### src/rtl/seq_divider_16by8_if.sv
// Start/busy/done handshake and operand/result bundle for the sequential 16-by-8 divider.
// The master drives requests; the slave (the divider) returns results.
interface seq_divider_16by8_if #(
   parameter int unsigned DW = 16,
   parameter int unsigned VW = 8
);
   logic          start;
   logic [DW-1:0] dividend;
   logic [VW-1:0] divisor;
   logic          busy;
   logic          done;
   logic [DW-1:0] quotient;
   logic [VW-1:0] remainder;
   logic          div_by_zero;

   modport master (
      output start, dividend, divisor,
      input  busy, done, quotient, remainder, div_by_zero
   );

   modport slave (
      input  start, dividend, divisor,
      output busy, done, quotient, remainder, div_by_zero
   );
endinterface

### src/rtl/seq_divider_16by8.sv
// Radix-2 restoring divider: one quotient bit per clock, DW iterations per division.
// Results are held from one DONE entry to the next.
module seq_divider_16by8 #(
   parameter int unsigned DW = 16,
   parameter int unsigned VW = 8
) (
   input logic               clk,
   input logic               rst_n,
   seq_divider_16by8_if.slave bus
);
   localparam int unsigned CW = $clog2(DW) + 1;

   localparam logic [1:0] IDLE = 2'd0;
   localparam logic [1:0] RUN  = 2'd1;
   localparam logic [1:0] DONE = 2'd2;

   logic [1:0]    state_q, state_d;
   logic [DW-1:0] q_q, q_d;
   logic [VW:0]   r_q, r_d;
   logic [CW-1:0] cnt_q, cnt_d;
   logic [VW-1:0] dvs_q, dvs_d;
   logic [DW-1:0] quot_q, quot_d;
   logic [VW-1:0] rem_q, rem_d;
   logic          dz_q, dz_d;

   logic [VW:0]   trial;
   logic [VW:0]   diff;
   logic          fits;

   // R stays below the divisor, so its top bit is always 0 and the shift cannot overflow.
   assign trial = {r_q[VW-1:0], q_q[DW-1]};
   assign fits  = trial >= {1'b0, dvs_q};
   assign diff  = trial - {1'b0, dvs_q};

   always_comb begin
      state_d = state_q;
      q_d     = q_q;
      r_d     = r_q;
      cnt_d   = cnt_q;
      dvs_d   = dvs_q;
      quot_d  = quot_q;
      rem_d   = rem_q;
      dz_d    = dz_q;
      case (state_q)
         IDLE, DONE: begin
            state_d = IDLE;
            if (bus.start) begin
               dvs_d = bus.divisor;
               q_d   = bus.dividend;
               r_d   = '0;
               cnt_d = '0;
               if (bus.divisor != '0) begin
                  state_d = RUN;
               end else begin
                  state_d = DONE;
                  quot_d  = '1;
                  rem_d   = bus.dividend[VW-1:0];
                  dz_d    = 1'b1;
               end
            end
         end
         RUN: begin
            r_d   = fits ? diff : trial;
            q_d   = {q_q[DW-2:0], fits};
            cnt_d = cnt_q + 1'b1;
            if (cnt_q == CW'(DW - 1)) begin
               state_d = DONE;
               quot_d  = {q_q[DW-2:0], fits};
               rem_d   = r_d[VW-1:0];
               dz_d    = 1'b0;
            end
         end
         default: state_d = IDLE;
      endcase
   end

   always_ff @(posedge clk or negedge rst_n) begin
      if (!rst_n) begin
         state_q <= IDLE;
         q_q     <= '0;
         r_q     <= '0;
         cnt_q   <= '0;
         dvs_q   <= '0;
         quot_q  <= '0;
         rem_q   <= '0;
         dz_q    <= 1'b0;
      end else begin
         state_q <= state_d;
         q_q     <= q_d;
         r_q     <= r_d;
         cnt_q   <= cnt_d;
         dvs_q   <= dvs_d;
         quot_q  <= quot_d;
         rem_q   <= rem_d;
         dz_q    <= dz_d;
      end
   end

   assign bus.busy        = (state_q == RUN);
   assign bus.done        = (state_q == DONE);
   assign bus.quotient    = quot_q;
   assign bus.remainder   = rem_q;
   assign bus.div_by_zero = dz_q;
endmodule
### src/flat_wrapper.sv
// flat-port wrapper written by rule: the top's interface ports become plain ports
module seq_divider_16by8_flat 
#(
   parameter int unsigned DW = 16,
   parameter int unsigned VW = 8
)
  (clk, rst_n, bus_start, bus_dividend, bus_divisor, bus_busy, bus_done, bus_quotient, bus_remainder, bus_div_by_zero);
  seq_divider_16by8_if #(.DW(DW), .VW(VW)) bus_i ();
  input logic clk;
  input logic rst_n;
  input wire logic [$bits(bus_i.start)-1:0] bus_start;
  input wire logic [$bits(bus_i.dividend)-1:0] bus_dividend;
  input wire logic [$bits(bus_i.divisor)-1:0] bus_divisor;
  output wire logic [$bits(bus_i.busy)-1:0] bus_busy;
  output wire logic [$bits(bus_i.done)-1:0] bus_done;
  output wire logic [$bits(bus_i.quotient)-1:0] bus_quotient;
  output wire logic [$bits(bus_i.remainder)-1:0] bus_remainder;
  output wire logic [$bits(bus_i.div_by_zero)-1:0] bus_div_by_zero;
  assign bus_i.start = bus_start;
  assign bus_i.dividend = bus_dividend;
  assign bus_i.divisor = bus_divisor;
  assign bus_busy = bus_i.busy;
  assign bus_done = bus_i.done;
  assign bus_quotient = bus_i.quotient;
  assign bus_remainder = bus_i.remainder;
  assign bus_div_by_zero = bus_i.div_by_zero;
  seq_divider_16by8 #(.DW(DW), .VW(VW)) u_core (.clk(clk), .rst_n(rst_n), .bus(bus_i));
endmodule
### config.mk
export PLATFORM = sky130hd
export DESIGN_NAME = seq_divider_16by8_flat
export DESIGN_NICKNAME = d
export VERILOG_FILES = /design/src/rtl/seq_divider_16by8_if.sv /design/src/rtl/seq_divider_16by8.sv /design/src/flat_wrapper.sv
export SDC_FILE = /design/constraint.sdc
export NUM_CORES = 1
export LEC_CHECK = 0
export ABC_CLOCK_PERIOD_IN_PS = 2100
export BUFFER_PORTS_ARGS = -buffer_cell sky130_fd_sc_hd__clkbuf_2
export CAP_MARGIN = 20
export CORE_AREA = 3 3 94 74
export CTS_BUF_LIST = sky130_fd_sc_hd__clkbuf_4 sky130_fd_sc_hd__clkbuf_8
export DETAILED_ROUTE_END_ITERATION = 6
export DIE_AREA = 0 0 97 77
export HOLD_SLACK_MARGIN = 0.02
export PLACE_DENSITY = 0.86
export SLEW_MARGIN = 20
export SYNTH_ARGS = -nofsm -noshare
export SYNTH_HDL_FRONTEND = slang
export SYNTH_SLANG_ARGS = --single-unit
### constraint.sdc
create_clock -name clk -period 2.1 [get_ports clk]
set_clock_uncertainty 0.05 [all_clocks]
set_input_delay 0.42 -clock clk [delete_from_list [all_inputs] [get_ports clk]]
set_output_delay 0.42 -clock clk [all_outputs]
set_load 0.02 [all_outputs]
== Word-level counts from Yosys, hierarchy flattened ==
Index checks and enable logic that the tools add are counted.

* Flip-flop bits (word level): 64
* Latch bits: 0
* Bits in writable memories: 0
* Bits in read-only memories: 0
* Input bits: 27
* Output and inout bits: 27
* Logic and storage cells: 47
* Memories kept: 0

* Add/sub/neg operators: 2
* Multiply operators: 0
* Div/mod/pow operators: 0
* $lt $le $gt $ge: 1
* Equal/unequal tests: 6
* Shifts and indexed selects: 0
* Multiplexer cells: 23
* Bitwise logic cells: 0
* Reduce and logical (&&, ||, !) cells: 7

{| class="wikitable"
|+ Operator list
! kind !! count
|-
| $mux 16 || 4
|-
| $pmux 16 s2 || 2
|-
| $mux 8 || 5
|-
| $pmux 8 s2 || 2
|-
| $pmux 5 s2 || 1
|-
| $ge 9x8->1 || 1
|-
| $reduce_bool 8->1 || 1
|-
| $sub 8x8->8 || 1
|-
| $mux 2 || 3
|-
| $add 5x1->5 const B || 1
|-
| $eq 5x4->1 const B || 1
|-
| $mux 5 || 1
|-
| $ne 2x2->1 const B || 2
|-
| $pmux 2 s2 || 1
|-
| $reduce_and 2->1 || 2
|-
| $reduce_and 4->1 || 1
|-
| $mux 1 || 3
|-
| $eq 2x1->1 const B || 1
|-
| $eq 2x2->1 const B || 1
|-
| $logic_not 2->1 || 1
|-
| $ne 2x1->1 const B || 1
|-
| $pmux 1 s2 || 1
|-
| $reduce_bool 2->1 || 1
|-
| $reduce_or 2->1 || 1
|}

== Logic depth before layout (Yosys ltp) ==
* Depth after elaboration: 4
* Gate-level depth with buffers: 10
* Mapped depth without buffers: 9

== Worst setup path before layout ==
OpenSTA, ideal clock, no wires.

* Path kind: register -> register
* From: reg u_core.r_q[5]
* To: reg u_core.rem_q[1], in the netlist u_core.bus.remainder[1]
* Library setup time: 0.082 ns
* Arrival: 2.002 ns
* Data required time: 1.968 ns
* Path slack: -0.034 ns
* Stages on the path, launching flop included: 7
* Path buffers: 0
* Period minus slack after synthesis: 2.134 ns
* Cells stage by stage: dfrtp_1 -> ha_1 -> a21oi_1 -> nand2_1 -> o31ai_4 -> mux2_2 -> a31oi_1

* Word-level cells in the longest chain between the ends: 4

{| class="wikitable"
|+ Ends and longest elaborated chain
! element !! line !! text
|-
| start, declared || seq_divider_16by8.sv:19 || <nowiki>logic [VW:0] r_q, r_d;</nowiki>
|-
| start signal, assigned || seq_divider_16by8.sv:90 || <nowiki>r_q <= r_d;</nowiki>
|-
| $ge 9x8->1 || seq_divider_16by8.sv:32 || <nowiki>assign fits = trial >= {1'b0, dvs_q};</nowiki>
|-
| $mux 8 || seq_divider_16by8.sv:63 || <nowiki>r_d = fits ? diff : trial;</nowiki>
|-
| $mux 8 || seq_divider_16by8.sv:66 || <nowiki>if (cnt_q == CW'(DW - 1)) begin</nowiki>
|-
| $pmux 8 s2 || seq_divider_16by8.sv:44 || <nowiki>case (state_q)</nowiki>
|-
| end signal, assigned || seq_divider_16by8.sv:94 || <nowiki>rem_q <= rem_d;</nowiki>
|-
| end, declared || seq_divider_16by8.sv:23 || <nowiki>logic [VW-1:0] rem_q, rem_d;</nowiki>
|}

No other way between the ends. The select of a mux whose other input is x is not followed.
A chain may end at the register's enable or synchronous reset.

== Worst setup path in the final report ==
* From: reg u_core.r_q[4]
* To: reg u_core.rem_q[3], in the netlist u_core.bus.remainder[3]

The elaborated chain is that of the path after synthesis.

==> reports/qor.csv <==
stage,metric,value,unit
route,"antenna viol nets, final",0,
grt,gr ovfl total,0,
clocking,Bufs on Longest Clock Path,2,
placed_design,placed cell areas,3640,µm²
clocking,CTS Buf Count,9,
sta,unrepaired setup endpoints after global routing,yes,
clocking,H-tree depth,3,
logic_synthesis,multiplexer area fraction after synthesis,1.72,%
logic_synthesis,top-area cell type share of the netlist area,51.3,%
die,die area,7470,µm²
power_and_ir_drop,total power,8.24,mW
logic_synthesis,syn avg cell area,9.33,µm²
sta,Max Fclk,469,MHz
grt,initial antenna violation count,0,
critical_path,CP arrival,2.32,ns
sta,Hold Fails Final Rpt,0,
logic_synthesis,top cells by instance count after synthesis,"64 x dfrtp_1, 56 x nand2_1, 42 x nor2_1, 21 x o21ai_0, 20 x a21oi_1",
sta,Final Cycle Share,102,%
clocking,Root Buffer Master,clkbuf_8,
sta,setup ws final,-0.0322,ns
sta,setup TNS,-0.0419,ns
route,DRT Wirelength,8820,µm
critical_path,critical path class,flop to flop,
clocking,CTS tree,yes,
logic_synthesis,Synth Area in Simple Gates,19.4,%
worst_hold_path,hold crit path type,primary input to async pin,
critical_path,Worst setup SP type,flop,
power_and_ir_drop,power density over cell area,2020,nW/µm²
logic_synthesis,Mapped Nets,373,
logic_synthesis,Synth Flop Type,dfrtp_1,
route,wire per inst,17.7,µm
sta,Least-Margin Pin Slew,0.596,ns
layout,post-layout instance area,4080,µm²
die,initial core utilization,50.7,%
placed_design,placer congestion estimate,0.933,
layout,area grow syn2layout,30.6,%
sta,Tmin final,2.13,ns
placed_design,Setup WS pre-CTS,-0.0881,ns
critical_path,WP buf/inv,2,
clocking,Post-CTS Hold Buffers,0,
logic_synthesis,synth warn,0,
route,DR vias,2895,
logic_synthesis,synth unique cells,51,
clocking,clock sink total,64,
grt,GR Util All Layers,23.3,%
logic_synthesis,Syn Std Cell Area,3120,µm²
route,Via-to-Cell Ratio,5.80,
power_and_ir_drop,Leak Pwr,1.86,nW
outcome,failing checks,negative setup slack,
logic_synthesis,main combinational cell family by area after synthesis,simple AND/OR/NAND/NOR gates,
critical_path,CP max stage delay,0.42,ns
sta,Max transition margin,60.2,%
die,die width,97,µm
critical_path,cell family with most CP delay,compound AO/OA/AOI/OAI gates,
sta,Final Max Tran Viols,0,
layout,ant diodes,0,
clocking,Worst-path clk slew,0.08,ns
placed_design,IO Port Bufs,53,
logic_synthesis,top post-synthesis cells by area,"dfrtp_1 51%, nand2_1 6.7%, nor2_1 5.0%, ha_1 4.0%, a31oi_1 3.8%",
grt,first-pass GRT wire length,13600,µm
sta,count of final setup violators,2,
run,Max Cap Violations,0,
logic_synthesis,ys async rst share,100,%
logic_synthesis,Synth Area in Adders,4.65,%
die,Die Ht,77,µm
layout,share of cells above drive strength 1,33.7,%
logic_synthesis,Synth Area in XOR/XNOR,0.561,%
clocking,Clock Latency Late Sink,0.36,ns
logic_synthesis,Compound-Gate Fraction of Synth Area,17.7,%
critical_path,CP max stage cell,dfrtp_1,
route,iteration count of the initial detailed-routing pass,5,
logic_synthesis,Synth Instances,335,
route,Initial DRC Count,343,
logic_synthesis,"area leader, netlist",dfrtp_1,
logic_synthesis,number of synthesized flops with an enable pin,0,
layout,"Net count, final",451,
die,row count,25,
placed_design,Final HPWL DP,5700,µm
logic_synthesis,most common cell in the synthesized netlist,dfrtp_1,
die,Core Area,6160,µm²
critical_path,Critical Path RT,2.29,ns
die,io pins,54,
grt,largest net degree at the start of global routing,65,
outcome,status,"complete, but fails checks",
critical_path,Crit. End Element,flop,
grt,vias in the first global route,2765,
power_and_ir_drop,maximum vdd drop,0.000713,V
critical_path,CP Max Fanout,6,
logic_synthesis,Yosys reg bits,64,
logic_synthesis,sequential area share after synthesis,51.3,%
route,DRC viols,0,
critical_path,"Critical Path, Cell by Cell",ha_1 > nand2_1 > a31oi_2 > buf_4 > o31ai_4 > buf_12 > and3_1 > o32a_1,
cell usage in the layout, fill, tap and decap left out, types with 3 or more instances in the layout:
cell,instances
a21oi_2,4
buf_4,26
nand3_1,3
a31oi_1,18
nor2_1,40
ha_1,4
a21oi_1,15
nand2b_1,5
o22ai_1,5
o21a_1,3
clkbuf_2,53
nand2_1,54
ha_4,6
buf_12,3
inv_1,13
clkbuf_8,10
o21ai_0,19
nor3_1,5
dfrtp_1,64
final timing paths:
| path | from | endpoint | slack (ns) | cells past startpoint |
|---|---|---|---|---|
| max in group asynchronous | rst_n | u_core.cnt_q[1] | 1.70 | 2 |
| worst min-delay path | rst_n | u_core.bus.quotient[5] | 0.01 | 2 |
| worst min register to register | u_core.cnt_q[4] | u_core.cnt_q[4] | 0.43 | 2 |
| worst max-delay path | u_core.r_q[4] | u_core.bus.remainder[3] | -0.03 | 8 |
| min in group clk | bus_divisor[6] | u_core.dvs_q[6] | 0.24 | 3 |
| worst max register to register | u_core.r_q[4] | u_core.bus.remainder[3] | -0.03 | 8 |
layer usage:
metal  part of all wire [%]  wire, µm  track usage (%)
met4                    3.8       339             9.68
met3                    8.5       751             7.55
met2                     48      4250             37.8
met1                     40      3490             28.7
met5                      0         0                0
flip-flops by register name, indices dropped and copies added, names as in the netlist:
| name | cells |
|---|---|
| u_core.dvs_q | 8 |
| u_core.bus.div_by_zero | 1 |
| u_core.bus.remainder | 8 |
| u_core.state_q | 2 |
| u_core.q_q | 16 |
| u_core.cnt_q | 5 |
| u_core.r_q | 8 |
| u_core.bus.quotient | 16 |
timing repair:
item / 4_1_cts / 5_1_grt
gates resized for setup: 16 / 22
pin swaps: 6 / 10
setup endpoints to repair: 13 / 17
buffers inserted: 0 / 3
endpoints found under the hold margin: 0 / 0
power breakdown:
group | internal, mW | switching [mW] | leakage [nW] | total [mW]
clock | 0.584 | 0.526 | 0.0989 | 1.11
combinational | 2.29 | 2.69 | 1.05 | 4.97
sequential | 1.79 | 0.373 | 0.707 | 2.16
layout make-up:
type / instances / area [µm²]
tap: 81 / 101
clock inverter: 6 / 67.6
clock buffer: 10 / 138
timing repair buffer: 84 / 543
multi-input combinational: 238 / 1570
fill: 446 / 2080
sequential: 64 / 1600
inverter: 16 / 61.3
metrics by stage:
step           instances  utilization [%]  hold WS (ns)
2_1_floorplan        335                -        0.0744
3_3_place_gp         480             59.1         0.409
3_5_place_dp         480             59.1         0.413
4_1_cts              496             63.8        0.0219
5_1_grt              499             66.2        0.0186
6_report             499             66.2        0.0108
cell families after synthesis:
| group | count (synthesis) |
|---|---|
| multiplexers | 5 |
| buffers and inverters | 33 |
| AO/OA/AOI/OAI | 87 |
| XOR/XNOR | 2 |
| flip-flops | 64 |
| AND/OR/NAND/NOR | 133 |
| adder cells (fa/ha/maj) | 11 |
Note: power is estimated with default switching activity, not from simulation.
